===== src/rtl/display_pkg.sv =====
// Shared constants for the multiplexed hex display scanner: defaults,
// digit count, display configuration record and the hex glyph table.
package display_pkg;

    localparam int DIGIT_TICKS_DEF = 64;
    localparam int DEAD_TICKS_DEF  = 2;
    localparam int NUM_DIGITS      = 4;

    // Glyphs for 0..F, active-high gfedcba; digit n occupies bits [7n+6:7n].
    localparam logic [16*7-1:0] GLYPH_ROM = {
        7'h71, 7'h79, 7'h5E, 7'h39, 7'h7C, 7'h77, 7'h6F, 7'h7F,
        7'h07, 7'h7D, 7'h6D, 7'h66, 7'h4F, 7'h5B, 7'h06, 7'h3F
    };

    typedef struct packed {
        logic [15:0] value;
        logic [3:0]  mask;
        logic        lz;
    } disp_cfg_t;

    function automatic logic [6:0] hex_glyph(input logic [3:0] nib);
        return GLYPH_ROM[int'(nib)*7 +: 7];
    endfunction

endpackage


===== src/rtl/counterParametric.sv =====
// Free-running up counter that wraps to zero after reaching COUNT.
module counterParametric #(
    parameter int COUNT = 7,
    parameter int WIDTH = 3
) (
    input  logic             clk,
    input  logic             rst,
    output logic [WIDTH-1:0] count
);

    always_ff @(posedge clk or posedge rst) begin
        if (rst)
            count <= '0;
        else if (count == WIDTH'(COUNT))
            count <= '0;
        else
            count <= count + 1'b1;
    end

endmodule


===== src/rtl/display_scan.sv =====
// Four-digit multiplexed hex display scanner with frame-synchronous
// double-buffered loads, per-digit blanking and leading-zero suppression.
module display_scan
    import display_pkg::*;
#(
    parameter int DIGIT_TICKS = DIGIT_TICKS_DEF,
    parameter int DEAD_TICKS  = DEAD_TICKS_DEF
) (
    input  logic        clk,
    input  logic        rst,
    input  logic        load,
    input  logic [15:0] value,
    input  logic [3:0]  blankMask,
    input  logic        lzEn,
    output logic [3:0]  digitSel,
    output logic [6:0]  segments,
    output logic        pending,
    output logic        frameStart
);

    localparam int TW = $clog2(DIGIT_TICKS);
    localparam int DW = $clog2(NUM_DIGITS);

    logic [TW-1:0]         t;
    logic [DW-1:0]         d;
    logic                  wrap;
    logic                  boundary;
    logic                  lit;
    logic [NUM_DIGITS-1:0] dark;
    disp_cfg_t             act;
    disp_cfg_t             pend;
    disp_cfg_t             incoming;

    counterParametric #(
        .COUNT (DIGIT_TICKS - 1),
        .WIDTH (TW)
    ) slot_cnt (
        .clk   (clk),
        .rst   (rst),
        .count (t)
    );

    assign wrap     = (t == TW'(DIGIT_TICKS - 1));
    assign boundary = wrap && (d == DW'(NUM_DIGITS - 1));
    assign incoming = '{value: value, mask: blankMask, lz: lzEn};

    always_ff @(posedge clk or posedge rst) begin
        if (rst)
            d <= '0;
        else if (wrap)
            d <= d + 1'b1;
    end

    // A load landing on the boundary bypasses the pending buffer and wins
    // over any older pending value, so the next frame shows the newest data.
    always_ff @(posedge clk or posedge rst) begin
        if (rst) begin
            act     <= '{value: '0, mask: '1, lz: 1'b0};
            pend    <= '{value: '0, mask: '1, lz: 1'b0};
            pending <= 1'b0;
        end else if (boundary) begin
            if (load)
                act <= incoming;
            else if (pending)
                act <= pend;
            pending <= 1'b0;
        end else if (load) begin
            pend    <= incoming;
            pending <= 1'b1;
        end
    end

    always_comb begin
        dark = '0;
        for (int unsigned k = 0; k < NUM_DIGITS; k++) begin
            dark[k] = act.mask[k];
            if (act.lz && (k != 0) && ((act.value >> (4 * k)) == '0))
                dark[k] = 1'b1;
        end
    end

    assign lit = (t >= TW'(DEAD_TICKS)) && !dark[d];

    always_ff @(posedge clk or posedge rst) begin
        if (rst) begin
            digitSel   <= '0;
            segments   <= '0;
            frameStart <= 1'b0;
        end else begin
            digitSel   <= lit ? (4'b0001 << d) : 4'b0000;
            segments   <= lit ? hex_glyph(act.value[{d, 2'b00} +: 4]) : 7'b0000000;
            frameStart <= boundary;
        end
    end

endmodule


===== config.mk =====
export PLATFORM = sky130hd
export DESIGN_NAME = display_scan
export DESIGN_NICKNAME = d
export VERILOG_FILES = /design/src/rtl/display_pkg.sv /design/src/rtl/counterParametric.sv /design/src/rtl/display_scan.sv
export SDC_FILE = /design/constraint.sdc
export NUM_CORES = 1
export LEC_CHECK = 0
export BUFFER_PORTS_ARGS = -buffer_cell sky130_fd_sc_hd__clkbuf_2
export CORE_MARGIN = 3
export CORE_UTILIZATION = 60
export CTS_BUF_LIST = sky130_fd_sc_hd__clkbuf_8
export CTS_CLUSTER_DIAMETER = 40
export DETAILED_ROUTE_END_ITERATION = 16
export PLACE_DENSITY = 0.9
export REMOVE_ABC_BUFFERS = 1
export SYNTH_ARGS = -nofsm -noshare
export SYNTH_HDL_FRONTEND = slang
export SYNTH_HIERARCHICAL = 1
export SYNTH_SLANG_ARGS = --single-unit
export TNS_END_PERCENT = 20

===== constraint.sdc =====
create_clock -name clk -period 4.2 [get_ports clk]
set_input_delay 0.21 -clock clk [delete_from_list [all_inputs] [get_ports clk]]
set_output_delay 0.21 -clock clk [all_outputs]
set_load 0.05 [all_outputs]

==> flow_summary.html <==
<table>
<tr><th>Metric</th><th>Value</th></tr>
<tr><th colspan="2">Synth</th></tr>
<tr><td>Number of register bits inferred by synthesis</td><td>between 60 and 70</td></tr>
<tr><td>Largest family of logic cells by synthesized area</td><td>multiplexers</td></tr>
<tr><td>Warnings, synthesis</td><td>6</td></tr>
<tr><td>Number of enable flip-flop cells after synthesis</td><td>0</td></tr>
<tr><td>Main area contributors after synthesis</td><td>dfrtp_1, mux2_2, mux2i_1</td></tr>
<tr><td>Area share of and/or/nand/nor cells after synthesis</td><td>between 9 and 10%</td></tr>
<tr><td>Mux share of post-synthesis cell area</td><td>21.0%</td></tr>
<tr><td>Leading area contributor after synthesis</td><td>dfrtp_1</td></tr>
<tr><td>Top FF cell, synth</td><td>dfrtp_1</td></tr>
<tr><td>Yosys cell types</td><td>40</td></tr>
<tr><td>Synthesized cell area</td><td>3120 sq um</td></tr>
<tr><td>Synthesized-area fraction occupied by xor and xnor cells</td><td>under 10%</td></tr>
<tr><td>Share of synthesized area occupied by flip-flops and latches</td><td>between 50% and 60%</td></tr>
<tr><td>Area share of the largest cell type after synthesis</td><td>between 40% and 50%</td></tr>
<tr><td>Async set or reset register ratio after synthesis</td><td>between 90% and 100%</td></tr>
<tr><td>Post-Syn Instances</td><td>261</td></tr>
<tr><td>Post-synthesis compound-gate area fraction</td><td>8.54%</td></tr>
<tr><td>Adder-cell share of the synthesized area</td><td>about 4.4%</td></tr>
<tr><td>Average cell area after synthesis</td><td>12.0 sq um</td></tr>
<tr><th colspan="2">Global route</th></tr>
<tr><td>First-pass GRT wire length</td><td>about 9.6 mm</td></tr>
<tr><td>Maximum number of pins on one net before global-route repair</td><td>58</td></tr>
<tr><td>Initial antenna violation count</td><td>0</td></tr>
<tr><td>Vias in the first global route</td><td>2058</td></tr>
<tr><td>Overflow after GRT</td><td>0</td></tr>
<tr><td>Total GRT Usage</td><td>20.7%</td></tr>
<tr><th colspan="2">Timing</th></tr>
<tr><td>Worst hold slack after final layout</td><td>about 0.11 ns</td></tr>
<tr><td>Final Skew</td><td>approximately 0.0051 ns</td></tr>
<tr><td>Setup repair after global routing missed its margin</td><td>no</td></tr>
<tr><td>Fin crit share</td><td>59.5%</td></tr>
<tr><td>Worst-margin pin slew</td><td>around 0.96 ns</td></tr>
<tr><td>Final hold violation count</td><td>0</td></tr>
<tr><td>Final critical path time including I/O delays and setup</td><td>between 2 and 2.5 ns</td></tr>
<tr><td>Max Freq</td><td>about 400 MHz</td></tr>
<tr><td>Worst-case headroom to the max-slew limit</td><td>between 30% and 40%</td></tr>
<tr><td>Setup-violating endpoint count in the final report</td><td>0</td></tr>
<tr><td>Final-report max-slew violation count</td><td>0</td></tr>
<tr><td>Setup TNS</td><td>0 ns</td></tr>
<tr><th colspan="2">Pwr</th></tr>
<tr><td>Part of the total power dissipated in the clock network</td><td>38.6%</td></tr>
<tr><td>Cell-internal power</td><td>around 0.91 mW</td></tr>
<tr><td>Proportion of power drawn by flip-flops and latches</td><td>roughly 55%</td></tr>
<tr><td>Fraction of power consumed by combinational cells</td><td>under 10%</td></tr>
<tr><td>Areal power density over the cells</td><td>~330 nW/um^2</td></tr>
<tr><td>Sw Ratio</td><td>between 20% and 30%</td></tr>
<tr><td>Leakage dissipation</td><td>between 1.5 and 2 nW</td></tr>
<tr><td>Worst IR Drop VDD</td><td>0.236 mV</td></tr>
<tr><td>Switching Power</td><td>between 0.2 and 0.3 mW</td></tr>
<tr><th colspan="2">Routing</th></tr>
<tr><td>Number of DRC violations after detailed routing</td><td>0</td></tr>
<tr><td>Starting DRT DRC Count</td><td>110</td></tr>
<tr><td>Total number of vias</td><td>about 2100</td></tr>
<tr><td>Final Routed Wirelength</td><td>between 5 and 6 mm</td></tr>
<tr><td>Drt via density</td><td>~5.6</td></tr>
<tr><td>Final routed wire length divided by cell count</td><td>15.0 um</td></tr>
<tr><td>DRT antenna net count</td><td>0</td></tr>
<tr><td>First drt pass iteration count</td><td>4</td></tr>
<tr><th colspan="2">Worst hold path</th></tr>
<tr><td>Min-Delay Startpoint</td><td>value[14]</td></tr>
<tr><td>Type of the worst min-delay path</td><td>in2reg</td></tr>
<tr><td>Worst hold path stage count</td><td>2</td></tr>
<tr><td>Worst hold endpoint</td><td>pend[19]</td></tr>
<tr><th colspan="2">Worst setup path</th></tr>
<tr><td>Highest fanout seen on the critical path</td><td>21</td></tr>
<tr><td>CP arrival</td><td>2.71 ns</td></tr>
<tr><td>Startpoint types</td><td>register</td></tr>
<tr><td>Startpoint of the lowest-slack register-to-register path</td><td>slot_cnt/count[2]</td></tr>
<tr><td>Type of destination of the critical path</td><td>register</td></tr>
<tr><td>Destination of the worst register-to-register timing path</td><td>pend[12]</td></tr>
<tr><td>Worst Setup Path Type</td><td>reg2reg</td></tr>
<tr><td>Required time of the critical path</td><td>between 4 and 5 ns</td></tr>
<tr><td>Reg2reg path depth</td><td>5</td></tr>
<tr><td>Register-to-register setup slack</td><td>between 1.5 and 2 ns</td></tr>
<tr><th colspan="2">Placement</th></tr>
<tr><td>Placer Congestion</td><td>~0.8</td></tr>
<tr><td>DP HPWL</td><td>roughly 3.7 mm</td></tr>
<tr><td>Number of I/O port buffers</td><td>36</td></tr>
<tr><th colspan="2">Die</th></tr>
<tr><td>Area inside the core boundary</td><td>4880 sq um</td></tr>
<tr><td>Initial core utilization</td><td>64.0%</td></tr>
<tr><td>Core Rows</td><td>25</td></tr>
<tr><td>Top-Level Pins</td><td>37</td></tr>
<tr><td>Die Span X</td><td>between 70 and 80 um</td></tr>
<tr><td>Die Span Y</td><td>78.1 um</td></tr>
<tr><td>Area of the die</td><td>6100 sq um</td></tr>
<tr><th colspan="2">Clock network</th></tr>
<tr><td>TritonCTS Sinks</td><td>63</td></tr>
<tr><td># hold bufs at CTS</td><td>1</td></tr>
<tr><td>CTS Root Cell</td><td>clkbuf_8</td></tr>
<tr><td>H-tree lvl count</td><td>3</td></tr>
<tr><td>Clock latency on the worst-skew pair</td><td>0.34 ns</td></tr>
<tr><td>TritonCTS clock tree</td><td>built</td></tr>
<tr><td>Bufs on Longest Clock Path</td><td>2</td></tr>
<tr><td>Clock buffers created by TritonCTS</td><td>9</td></tr>
<tr><td>Cells resized by post-CTS repair</td><td>0</td></tr>
<tr><td>Post-CTS Setup Repair Bufs</td><td>0</td></tr>
<tr><td>Clock input transition at the sequential cells of the worst setup and hold paths</td><td>0.06 ns</td></tr>
<tr><th colspan="2">Run status</th></tr>
<tr><td>Run status</td><td>finished clean</td></tr>
<tr><th colspan="2">Run</th></tr>
<tr><td>Max-cap violation count</td><td>0</td></tr>
<tr><th colspan="2">Cells and area</th></tr>
<tr><td>Number of nets in the final layout</td><td>~330</td></tr>
<tr><td>N_diodes</td><td>0</td></tr>
<tr><td>Share of post-route cells with drive strength above 1</td><td>between 30% and 40%</td></tr>
<tr><td>Area grow syn2layout</td><td>12.4%</td></tr>
</table>
[cell families after synthesis]
family | Yosys count
xor+xnor | 7
fa+ha+maj | 11
simple gates | 63
flops | 63
mux | 55
compound gates | 40
buf+inv | 22
[through the flow]
| step | setup slack, ns | utilization (%) | instances | total power [mW] | cell area, sq um |
|---|---|---|---|---|---|
| floorplan | 1.27 | - | 247 | 0.696 | 3040 |
| global placement | 1.78 | 68.2 | 352 | 0.722 | 3330 |
| detailed placement | 1.70 | 68.2 | 352 | 0.726 | 3330 |
| CTS | 1.69 | 71.9 | 369 | 1.18 | 3510 |
| global route | 1.52 | 71.9 | 369 | 1.22 | 3510 |
| finish | 1.70 | 71.9 | 369 | 1.16 | 3510 |
[placed cells by master (no fill, tap or decap), types with 4 or more instances in the layout]
cell type  synthesis  routed
a21oi_1           22      22
and2_1             5       5
clkbuf_8           0      11
dfrtp_1           55      55
ha_1              11      11
inv_1              8      11
nor2_1            34      34
dfstp_2            8       8
mux2i_1           25      25
xor2_1             5       5
nand2_1            7       7
mux4_2             4       4
clkbuf_2           1      36
mux2_2            23      23
[power by group through the flow]
stage | logic (mW) | registers [mW] | clock network [mW]
2_1_floorplan | 0.0481 | 0.648 | 0
5_1_grt | 0.0848 | 0.642 | 0.493
3_3_place_gp | 0.0730 | 0.649 | 0
6_report | 0.0748 | 0.640 | 0.450
4_1_cts | 0.0769 | 0.640 | 0.461
3_5_place_dp | 0.0754 | 0.651 | 0
[cell usage after synthesis, types with 3 or more instances]
master    count
o21ai_0       3
mux4_2        4
a211oi_1      3
and2_1        5
clkbuf_1      6
mux2i_1      25
inv_1         8
nand2_1       7
buf_4         3
nor3b_1       3
nor4_1        3
nand3_1       3
mux2_2       23
dfrtp_1      55
a21oi_1      22
xor2_1        5
ha_1         11
nor2_1       34
dfstp_2       8
[layer usage]
metal	GRT usage (%)	vias to the layer above	wire [um]
met4	9.62	0	100
met1	26.1	1000	2410
met2	31.9	58	2710
met3	7.45	10	307
met5	0	-	0
li1	-	1007	-
[cell type report]
class | instances | area [sq um]
multi-input cells | 176 | 1430
repair buffers | 39 | 205
fillers | 360 | 1370
well taps | 67 | 83.8
flip-flops and latches | 63 | 1590
clock buffers | 11 | 151
clock inverters | 5 | 20.0
inverters | 8 | 30.0
[registers in the layout, summed over array words and instances (netlist names)]
name,count
act,21
d,2
digitSel,4
frameStart,1
pend,21
pending,1
segments,7
slot_cnt/count,6
[worst max-delay path, cell delays in order (launching register included)]
cell and delay [ns]:
dfrtp_1 0.49, nand4_1 0.22, nor2_1 0.28, and2_1 0.20, nand2b_1 0.75, mux2_2 0.42
[worst max path at each step]
stage | startpoint | end | slack [ns] | cells after the start
floorplan | d[0] | act[0] | 1.27 | 3
global placement | slot_cnt/count[2] | pend[19] | 1.78 | 5
detailed placement | slot_cnt/count[2] | pend[12] | 1.70 | 5
CTS | slot_cnt/count[2] | pend[12] | 1.69 | 5
global route | slot_cnt/count[2] | pend[11] | 1.52 | 5
finish | slot_cnt/count[2] | pend[12] | 1.70 | 5
No activity file was read; power rests on OpenSTA's default activity.
